<file path="config.mk">
export PLATFORM = sky130hd
export DESIGN_NAME = axi_lite_arbiter_2to1
export DESIGN_NICKNAME = d
export VERILOG_FILES = /design/src/rtl/axi_lite_arbiter_2to1.sv
export SDC_FILE = /design/constraint.sdc
export NUM_CORES = 1
export LEC_CHECK = 0
export CELL_PAD_IN_SITES_DETAIL_PLACEMENT = 2
export CELL_PAD_IN_SITES_GLOBAL_PLACEMENT = 2
export CORE_AREA = 3 3 179 181
export CTS_CLUSTER_SIZE = 16
export DETAILED_ROUTE_END_ITERATION = 12
export DIE_AREA = 0 0 182 184
export PLACE_DENSITY_LB_ADDON = 0.2
export SLEW_MARGIN = 40
export SYNTH_ARGS = -nofsm -noshare
export SYNTH_HDL_FRONTEND = slang
export SYNTH_SLANG_ARGS = --single-unit
</file>
<file path="constraint.sdc">
create_clock -name clk -period 3.08 [get_ports clk]
set_input_delay 0.308 -clock clk [delete_from_list [all_inputs] [get_ports clk]]
set_output_delay 0.308 -clock clk [all_outputs]
set_load 0.01 [all_outputs]
</file>
<file path="src/rtl/axi_lite_arbiter_2to1.sv">
// Round-robin 2:1 AXI4-Lite arbiter with one transaction in flight at a time.
// Optional watchdog enabled by defining ARB_TIMEOUT_EN (answers SLVERR on expiry).
module axi_lite_arbiter_2to1 #(
  parameter int DATA_WIDTH     = 32,
  parameter int RESPONSE_WIDTH = 2,
  parameter int TIMEOUT_CYCLES = 16
) (
  input  logic                      clk,
  input  logic                      reset,
  // master 0
  input  logic                      m0_awvalid,
  input  logic [DATA_WIDTH-1:0]     m0_awaddr,
  input  logic [2:0]                m0_awprot,
  output logic                      m0_awready,
  input  logic                      m0_wvalid,
  input  logic [DATA_WIDTH-1:0]     m0_wdata,
  input  logic [DATA_WIDTH/8-1:0]   m0_wstrb,
  output logic                      m0_wready,
  output logic                      m0_bvalid,
  output logic [RESPONSE_WIDTH-1:0] m0_bresp,
  input  logic                      m0_bready,
  input  logic                      m0_arvalid,
  input  logic [DATA_WIDTH-1:0]     m0_araddr,
  input  logic [2:0]                m0_arprot,
  output logic                      m0_arready,
  output logic                      m0_rvalid,
  output logic [RESPONSE_WIDTH-1:0] m0_rresp,
  output logic [DATA_WIDTH-1:0]     m0_rdata,
  input  logic                      m0_rready,
  // master 1
  input  logic                      m1_awvalid,
  input  logic [DATA_WIDTH-1:0]     m1_awaddr,
  input  logic [2:0]                m1_awprot,
  output logic                      m1_awready,
  input  logic                      m1_wvalid,
  input  logic [DATA_WIDTH-1:0]     m1_wdata,
  input  logic [DATA_WIDTH/8-1:0]   m1_wstrb,
  output logic                      m1_wready,
  output logic                      m1_bvalid,
  output logic [RESPONSE_WIDTH-1:0] m1_bresp,
  input  logic                      m1_bready,
  input  logic                      m1_arvalid,
  input  logic [DATA_WIDTH-1:0]     m1_araddr,
  input  logic [2:0]                m1_arprot,
  output logic                      m1_arready,
  output logic                      m1_rvalid,
  output logic [RESPONSE_WIDTH-1:0] m1_rresp,
  output logic [DATA_WIDTH-1:0]     m1_rdata,
  input  logic                      m1_rready,
  // shared slave
  output logic                      s_awvalid,
  output logic [DATA_WIDTH-1:0]     s_awaddr,
  output logic [2:0]                s_awprot,
  input  logic                      s_awready,
  output logic                      s_wvalid,
  output logic [DATA_WIDTH-1:0]     s_wdata,
  output logic [DATA_WIDTH/8-1:0]   s_wstrb,
  input  logic                      s_wready,
  input  logic                      s_bvalid,
  input  logic [RESPONSE_WIDTH-1:0] s_bresp,
  output logic                      s_bready,
  output logic                      s_arvalid,
  output logic [DATA_WIDTH-1:0]     s_araddr,
  output logic [2:0]                s_arprot,
  input  logic                      s_arready,
  input  logic                      s_rvalid,
  input  logic [RESPONSE_WIDTH-1:0] s_rresp,
  input  logic [DATA_WIDTH-1:0]     s_rdata,
  output logic                      s_rready,
  // debug: current FSM state
  output logic [2:0]                dbg_state
);

  // Handshake rule on every channel: a transfer happens on a rising edge where
  // valid and ready are both 1; valid never waits on ready.

  localparam int SW = DATA_WIDTH / 8;
  localparam logic [RESPONSE_WIDTH-1:0] SLVERR = RESPONSE_WIDTH'(2);

  typedef enum logic [2:0] {
    IDLE    = 3'd0,
    WR_REQ  = 3'd1,
    WR_RESP = 3'd2,
    RD_REQ  = 3'd3,
    RD_DATA = 3'd4
  } state_t;

  state_t state, state_nx;
  logic   gnt, gnt_nx;
  logic   last_gnt, last_gnt_nx;
  logic   aw_done, aw_done_nx;
  logic   w_done, w_done_nx;
  logic   timed_out;

  logic   req0, req1, pick, pick_aw;

  logic                      sel_awvalid, sel_wvalid, sel_bready, sel_arvalid, sel_rready;
  logic [DATA_WIDTH-1:0]     sel_awaddr, sel_wdata, sel_araddr;
  logic [2:0]                sel_awprot, sel_arprot;
  logic [SW-1:0]             sel_wstrb;

  logic                      g_awready, g_wready, g_bvalid, g_arready, g_rvalid;
  logic [RESPONSE_WIDTH-1:0] g_bresp, g_rresp;
  logic [DATA_WIDTH-1:0]     g_rdata;

  assign req0    = m0_awvalid | m0_arvalid;
  assign req1    = m1_awvalid | m1_arvalid;
  // On a tie the master that did not go last wins; otherwise the sole requester.
  assign pick    = (req0 & req1) ? ~last_gnt : req1;
  assign pick_aw = pick ? m1_awvalid : m0_awvalid;

  assign sel_awvalid = gnt ? m1_awvalid : m0_awvalid;
  assign sel_awaddr  = gnt ? m1_awaddr  : m0_awaddr;
  assign sel_awprot  = gnt ? m1_awprot  : m0_awprot;
  assign sel_wvalid  = gnt ? m1_wvalid  : m0_wvalid;
  assign sel_wdata   = gnt ? m1_wdata   : m0_wdata;
  assign sel_wstrb   = gnt ? m1_wstrb   : m0_wstrb;
  assign sel_bready  = gnt ? m1_bready  : m0_bready;
  assign sel_arvalid = gnt ? m1_arvalid : m0_arvalid;
  assign sel_araddr  = gnt ? m1_araddr  : m0_araddr;
  assign sel_arprot  = gnt ? m1_arprot  : m0_arprot;
  assign sel_rready  = gnt ? m1_rready  : m0_rready;

`ifdef ARB_TIMEOUT_EN
  localparam int CW = $clog2(TIMEOUT_CYCLES + 1);
  localparam logic [CW-1:0] TO_LIMIT = CW'(TIMEOUT_CYCLES);
  logic [CW-1:0] to_cnt;

  // Zero in IDLE so the first cycle of WR_REQ/RD_REQ counts as 0; saturates.
  always_ff @(posedge clk) begin
    if (reset) begin
      to_cnt <= '0;
    end else if (state == IDLE) begin
      to_cnt <= '0;
    end else if (to_cnt != TO_LIMIT) begin
      to_cnt <= to_cnt + 1'b1;
    end
  end

  assign timed_out = (state != IDLE) && (to_cnt == TO_LIMIT);
`else
  assign timed_out = 1'b0;
`endif

  always_ff @(posedge clk) begin
    if (reset) begin
      state    <= IDLE;
      gnt      <= 1'b0;
      last_gnt <= 1'b1;
      aw_done  <= 1'b0;
      w_done   <= 1'b0;
    end else begin
      state    <= state_nx;
      gnt      <= gnt_nx;
      last_gnt <= last_gnt_nx;
      aw_done  <= aw_done_nx;
      w_done   <= w_done_nx;
    end
  end

  always_comb begin
    state_nx    = state;
    gnt_nx      = gnt;
    last_gnt_nx = last_gnt;
    aw_done_nx  = aw_done;
    w_done_nx   = w_done;
    g_awready   = 1'b0;
    g_wready    = 1'b0;
    g_bvalid    = 1'b0;
    g_bresp     = '0;
    g_arready   = 1'b0;
    g_rvalid    = 1'b0;
    g_rresp     = '0;
    g_rdata     = '0;
    s_awvalid   = 1'b0;
    s_awaddr    = '0;
    s_awprot    = '0;
    s_wvalid    = 1'b0;
    s_wdata     = '0;
    s_wstrb     = '0;
    s_bready    = 1'b0;
    s_arvalid   = 1'b0;
    s_araddr    = '0;
    s_arprot    = '0;
    s_rready    = 1'b0;

    case (state)
      IDLE: begin
        aw_done_nx = 1'b0;
        w_done_nx  = 1'b0;
        if (req0 | req1) begin
          gnt_nx   = pick;
          state_nx = pick_aw ? WR_REQ : RD_REQ;
        end
      end

      WR_REQ: begin
        if (timed_out) begin
          // Swallow whatever AW/W is still pending, then answer SLVERR.
          g_awready  = ~aw_done;
          g_wready   = ~w_done;
          aw_done_nx = 1'b1;
          w_done_nx  = 1'b1;
          state_nx   = WR_RESP;
        end else begin
          if (!aw_done) begin
            s_awvalid = sel_awvalid;
            s_awaddr  = sel_awaddr;
            s_awprot  = sel_awprot;
            g_awready = s_awready;
            if (sel_awvalid && s_awready) aw_done_nx = 1'b1;
          end
          if (!w_done) begin
            s_wvalid = sel_wvalid;
            s_wdata  = sel_wdata;
            s_wstrb  = sel_wstrb;
            g_wready = s_wready;
            if (sel_wvalid && s_wready) w_done_nx = 1'b1;
          end
          if (aw_done_nx && w_done_nx) state_nx = WR_RESP;
        end
      end

      WR_RESP: begin
        if (timed_out) begin
          g_bvalid = 1'b1;
          g_bresp  = SLVERR;
          if (sel_bready) begin
            last_gnt_nx = gnt;
            state_nx    = IDLE;
          end
        end else begin
          s_bready = sel_bready;
          g_bvalid = s_bvalid;
          g_bresp  = s_bresp;
          if (s_bvalid && sel_bready) begin
            last_gnt_nx = gnt;
            state_nx    = IDLE;
          end
        end
      end

      RD_REQ, RD_DATA: begin
        if (timed_out) begin
          g_rvalid = 1'b1;
          g_rresp  = SLVERR;
          if (sel_rready) begin
            last_gnt_nx = gnt;
            state_nx    = IDLE;
          end
        end else if (state == RD_REQ) begin
          s_arvalid = sel_arvalid;
          s_araddr  = sel_araddr;
          s_arprot  = sel_arprot;
          g_arready = s_arready;
          if (sel_arvalid && s_arready) state_nx = RD_DATA;
        end else begin
          s_rready = sel_rready;
          g_rvalid = s_rvalid;
          g_rresp  = s_rresp;
          g_rdata  = s_rdata;
          if (s_rvalid && sel_rready) begin
            last_gnt_nx = gnt;
            state_nx    = IDLE;
          end
        end
      end

      default: state_nx = IDLE;
    endcase
  end

  // Only the granted master sees the shared channel; the other reads all zeros.
  assign m0_awready = ~gnt & g_awready;
  assign m0_wready  = ~gnt & g_wready;
  assign m0_bvalid  = ~gnt & g_bvalid;
  assign m0_bresp   = gnt ? '0 : g_bresp;
  assign m0_arready = ~gnt & g_arready;
  assign m0_rvalid  = ~gnt & g_rvalid;
  assign m0_rresp   = gnt ? '0 : g_rresp;
  assign m0_rdata   = gnt ? '0 : g_rdata;

  assign m1_awready = gnt & g_awready;
  assign m1_wready  = gnt & g_wready;
  assign m1_bvalid  = gnt & g_bvalid;
  assign m1_bresp   = gnt ? g_bresp : '0;
  assign m1_arready = gnt & g_arready;
  assign m1_rvalid  = gnt & g_rvalid;
  assign m1_rresp   = gnt ? g_rresp : '0;
  assign m1_rdata   = gnt ? g_rdata : '0;

  assign dbg_state = state;

endmodule

</file>
==> impl_metrics.env <==
export IMPL_status="finished, final reports clean"
export IMPL_holdPathStages=2
export IMPL_grt_overflow=0
export IMPL_syn_to_final_growth_pct=188
export IMPL_clock_power_share_pct=10.0
export IMPL_wl_um=22800
export IMPL_drive_above_1_share_pct=2.86
export IMPL_dr_total_vias=4585
export IMPL_rsz0062_at_grt="false"
export IMPL_fp_row_count=64
export IMPL_whs_ns=0.526
export IMPL_irDropWorstVdd_uv=171
export IMPL_synthAdderAreaFrac_pct=0
export IMPL_synth_simple_area_share_pct=41.0
export IMPL_hold_violations=0
export IMPL_arrival_ns=2.44
export IMPL_finalCritPeriodShare_pct=89.1
export IMPL_cts_tree="yes"
export IMPL_slowest_stage="clkdlybuf4s50_1"
export IMPL_hp_start="w_done$_SDFFE_PP0P_"
export IMPL_yosysWarnings=0
export IMPL_crit_family="buffers and inverters"
export IMPL_p_leak_nw=2.70
export IMPL_die_w_um=182
export IMPL_drt_iter0_drc=99
export IMPL_viasPerCell=3.71
export IMPL_tightest_slew_ns=0.616
export IMPL_synth_cell_types=34
export IMPL_n_antenna_cell=0
export IMPL_rr_startpoint="dbg_state[0]$_SDFFE_PP0P_"
export IMPL_r2r_end="dbg_state[0]$_SDFFE_PP0P_"
export IMPL_synth_xor_area_share_pct=0
export IMPL_port_buffers=460
export IMPL_finalPower_mw=2.21
export IMPL_pwr_share_comb_pct=82.3
export IMPL_globalplace_congestion=0.712
export IMPL_antenna_found_initial=1
export IMPL_synth_top_family_by_area="multiplexers"
export IMPL_grt_pass1_wl_um=32200
export IMPL_mostFrequentLayoutCells="460 x clkdlybuf4s50_1, 112 x nor2_1, 107 x mux2i_1, 74 x and2_1, 11 x buf_4"
export IMPL_ctsRootBufferMaster="clkbuf_16"
export IMPL_end_kind="primary output"
export IMPL_fmax_ghz=0.364
export IMPL_clkLatencyLatePin_ns=0.23
export IMPL_slew_headroom_pct=58.6
export IMPL_post_cts_buffers=0
export IMPL_yosysSeqAreaShare_pct=5.17
export IMPL_fp_coreArea_mm2=0.0306
export IMPL_syn_inst=398
export IMPL_powerDensity_mw_per_mm2=283
export IMPL_fin_worst_skew_ns=0.00140
export IMPL_switching_share_pct=40.9
export IMPL_syn_avg_cell_area_um2=6.82
export IMPL_track_usage_pct=12.4
export IMPL_drc=0
export IMPL_maxCapViolations=0
export IMPL_initial_core_util_pct=8.87
export IMPL_dp_hpwl_um=19800
export IMPL_synth_edff_count=0
export IMPL_first_global_vias=5089
export IMPL_ioPinCount=461
export IMPL_grt_max_degree=40
export IMPL_internal_power_mw=1.30
export IMPL_postCtsResizedCells=0
export IMPL_cts_sinks=7
export IMPL_synthMuxAreaShare_pct=41.7
export IMPL_die_h_um=184
export IMPL_path_clk_slew_ns=0.04
export IMPL_synth_seq_cells=7
export IMPL_ys_flop_type="dfxtp_1"
export IMPL_switching_power_mw=0.903
export IMPL_htreeDepth=1
export IMPL_crit_chain="or3b_1 > nor2_2 > buf_4 > and2_1 > clkdlybuf4s50_1"
export IMPL_syn_area_mm2=0.00271
export IMPL_syn_nets=663
export IMPL_critPathMaxStageDelay_ns=0.57
export IMPL_drt_first_pass_iters=4
export IMPL_synth_compound_area_share_pct=4.57
export IMPL_start_kind="flip-flop"
export IMPL_layout_commonest_cell="clkdlybuf4s50_1"
export IMPL_cp_required_ns=2.77
export IMPL_die_area_mm2=0.0335
export IMPL_crit_buf_inv=2
export IMPL_share_seq_of_total_power_pct=7.7
export IMPL_wl_per_cell_um=18.5
export IMPL_crit_type="flip-flop to primary output"
export IMPL_drtAntennaViolNets=0
export IMPL_cts_hold_buf=0
export IMPL_final_core_util_pct=25.5
export IMPL_async_reset_ff_share_pct=0
export IMPL_hold_class="flip-flop to flip-flop"
export IMPL_cts_buffers=3
export IMPL_worst_r2r_path_depth=5
export IMPL_r2r_setup_slack_ns=1.07
export IMPL_clock_path_buffers=2
export IMPL_tns_ns=0
export IMPL_final_nets=1105
export IMPL_finalMaxSlewViolations=0
export IMPL_critPathMaxFanout=35
export IMPL_min_to="w_done$_SDFFE_PP0P_"
export IMPL_post_route_min_period_ns=2.75
export IMPL_finalSetupViolCount=0
[power by group through the flow]
stage                     logic, mW  registers, mW  clock network (mW)
after floorplan               0.796          0.121                   0
after global placement         1.87          0.171                   0
after detailed placement       1.87          0.174                   0
after CTS                      1.88          0.174               0.228
after global routing           1.97          0.179               0.233
final                          1.82          0.169               0.220
[worst max path at each step]
stage	startpoint	endpoint	slack [ns]	cells after the start
5_1_grt	dbg_state[0]$_SDFFE_PP0P_	s_araddr[25]	0.16	4
2_1_floorplan	dbg_state[0]$_SDFFE_PP0P_	s_wdata[10]	1.20	5
3_3_place_gp	dbg_state[2]$_SDFFE_PP0P_	m0_rdata[7]	0.57	5
4_1_cts	dbg_state[2]$_SDFFE_PP0P_	m0_rdata[7]	0.28	5
3_5_place_dp	dbg_state[2]$_SDFFE_PP0P_	m0_rdata[7]	0.54	5
6_report	dbg_state[2]$_SDFFE_PP0P_	m0_rdata[7]	0.33	5
[synthesized netlist by cell type (all sizes together) (3+ instances only)]
| library cell | instances | share of area [%] |
|---|---|---|
| buf | 27 | 5.9 |
| and2 | 74 | 17 |
| mux2 | 5 | 2.2 |
| nor3 | 5 | 0.92 |
| mux2i | 107 | 39 |
| nor2 | 114 | 16 |
| inv | 4 | 0.55 |
| and3 | 9 | 2.1 |
| clkbuf | 8 | 1.1 |
| dfxtp | 7 | 5.2 |
| nand2 | 3 | 0.42 |
| a31oi | 3 | 0.69 |
| a21oi | 9 | 1.7 |
| nor2b | 6 | 1.4 |
[registers in the layout, summed over array words and instances, names as in the netlist]
signal,flops
aw_done,1
dbg_state,3
gnt,1
last_gnt,1
w_done,1
[per-layer routing]
| metal | vias up | global-route usage (%) | wire, um |
|---|---|---|---|
| met3 | 8 | 4.55 | 2090 |
| met1 | 2127 | 12.4 | 7890 |
| met4 | 0 | 1.22 | 166 |
| li1 | 2219 | - | - |
| met5 | - | 0 | 0 |
| met2 | 231 | 25.0 | 12600 |
[layout make-up]
cell class                      instances  area (um2)
Sequential cell                         7         144
Fill cell                            3563       22800
Tap cell                              396         495
Multi-Input combinational cell        352        2370
Clock buffer                            4        78.8
Timing Repair Buffer                  472        4710
Inverter                                4        15.0
[logic make-up (layout without fill, tap and decap cells)]
group	after synthesis	count (layout)
AND/OR/NAND/NOR	221	221
flip-flops	7	7
multiplexers	112	112
AO/OA/AOI/OAI	19	19
buffers and inverters	39	480
[metrics by stage]
step	worst slack [ns]	instances	area (um2)
final	0.335	1235	7810
after global routing	0.164	1235	7810
after CTS	0.283	1235	7810
after detailed placement	0.538	1231	7730
after global placement	0.574	1231	7730
after floorplan	1.20	398	2710
[worst register-to-register path, delay by kind of cell, from the launching register on]
family | cells | cell delay (ns)
AOI/OAI and AO/OA | 3 | 0.56
and+or+nand+nor | 1 | 0.48
DFF | 1 | 0.61
buffers and inverters | 1 | 0.28
No activity file was read; power rests on OpenSTA's default activity.
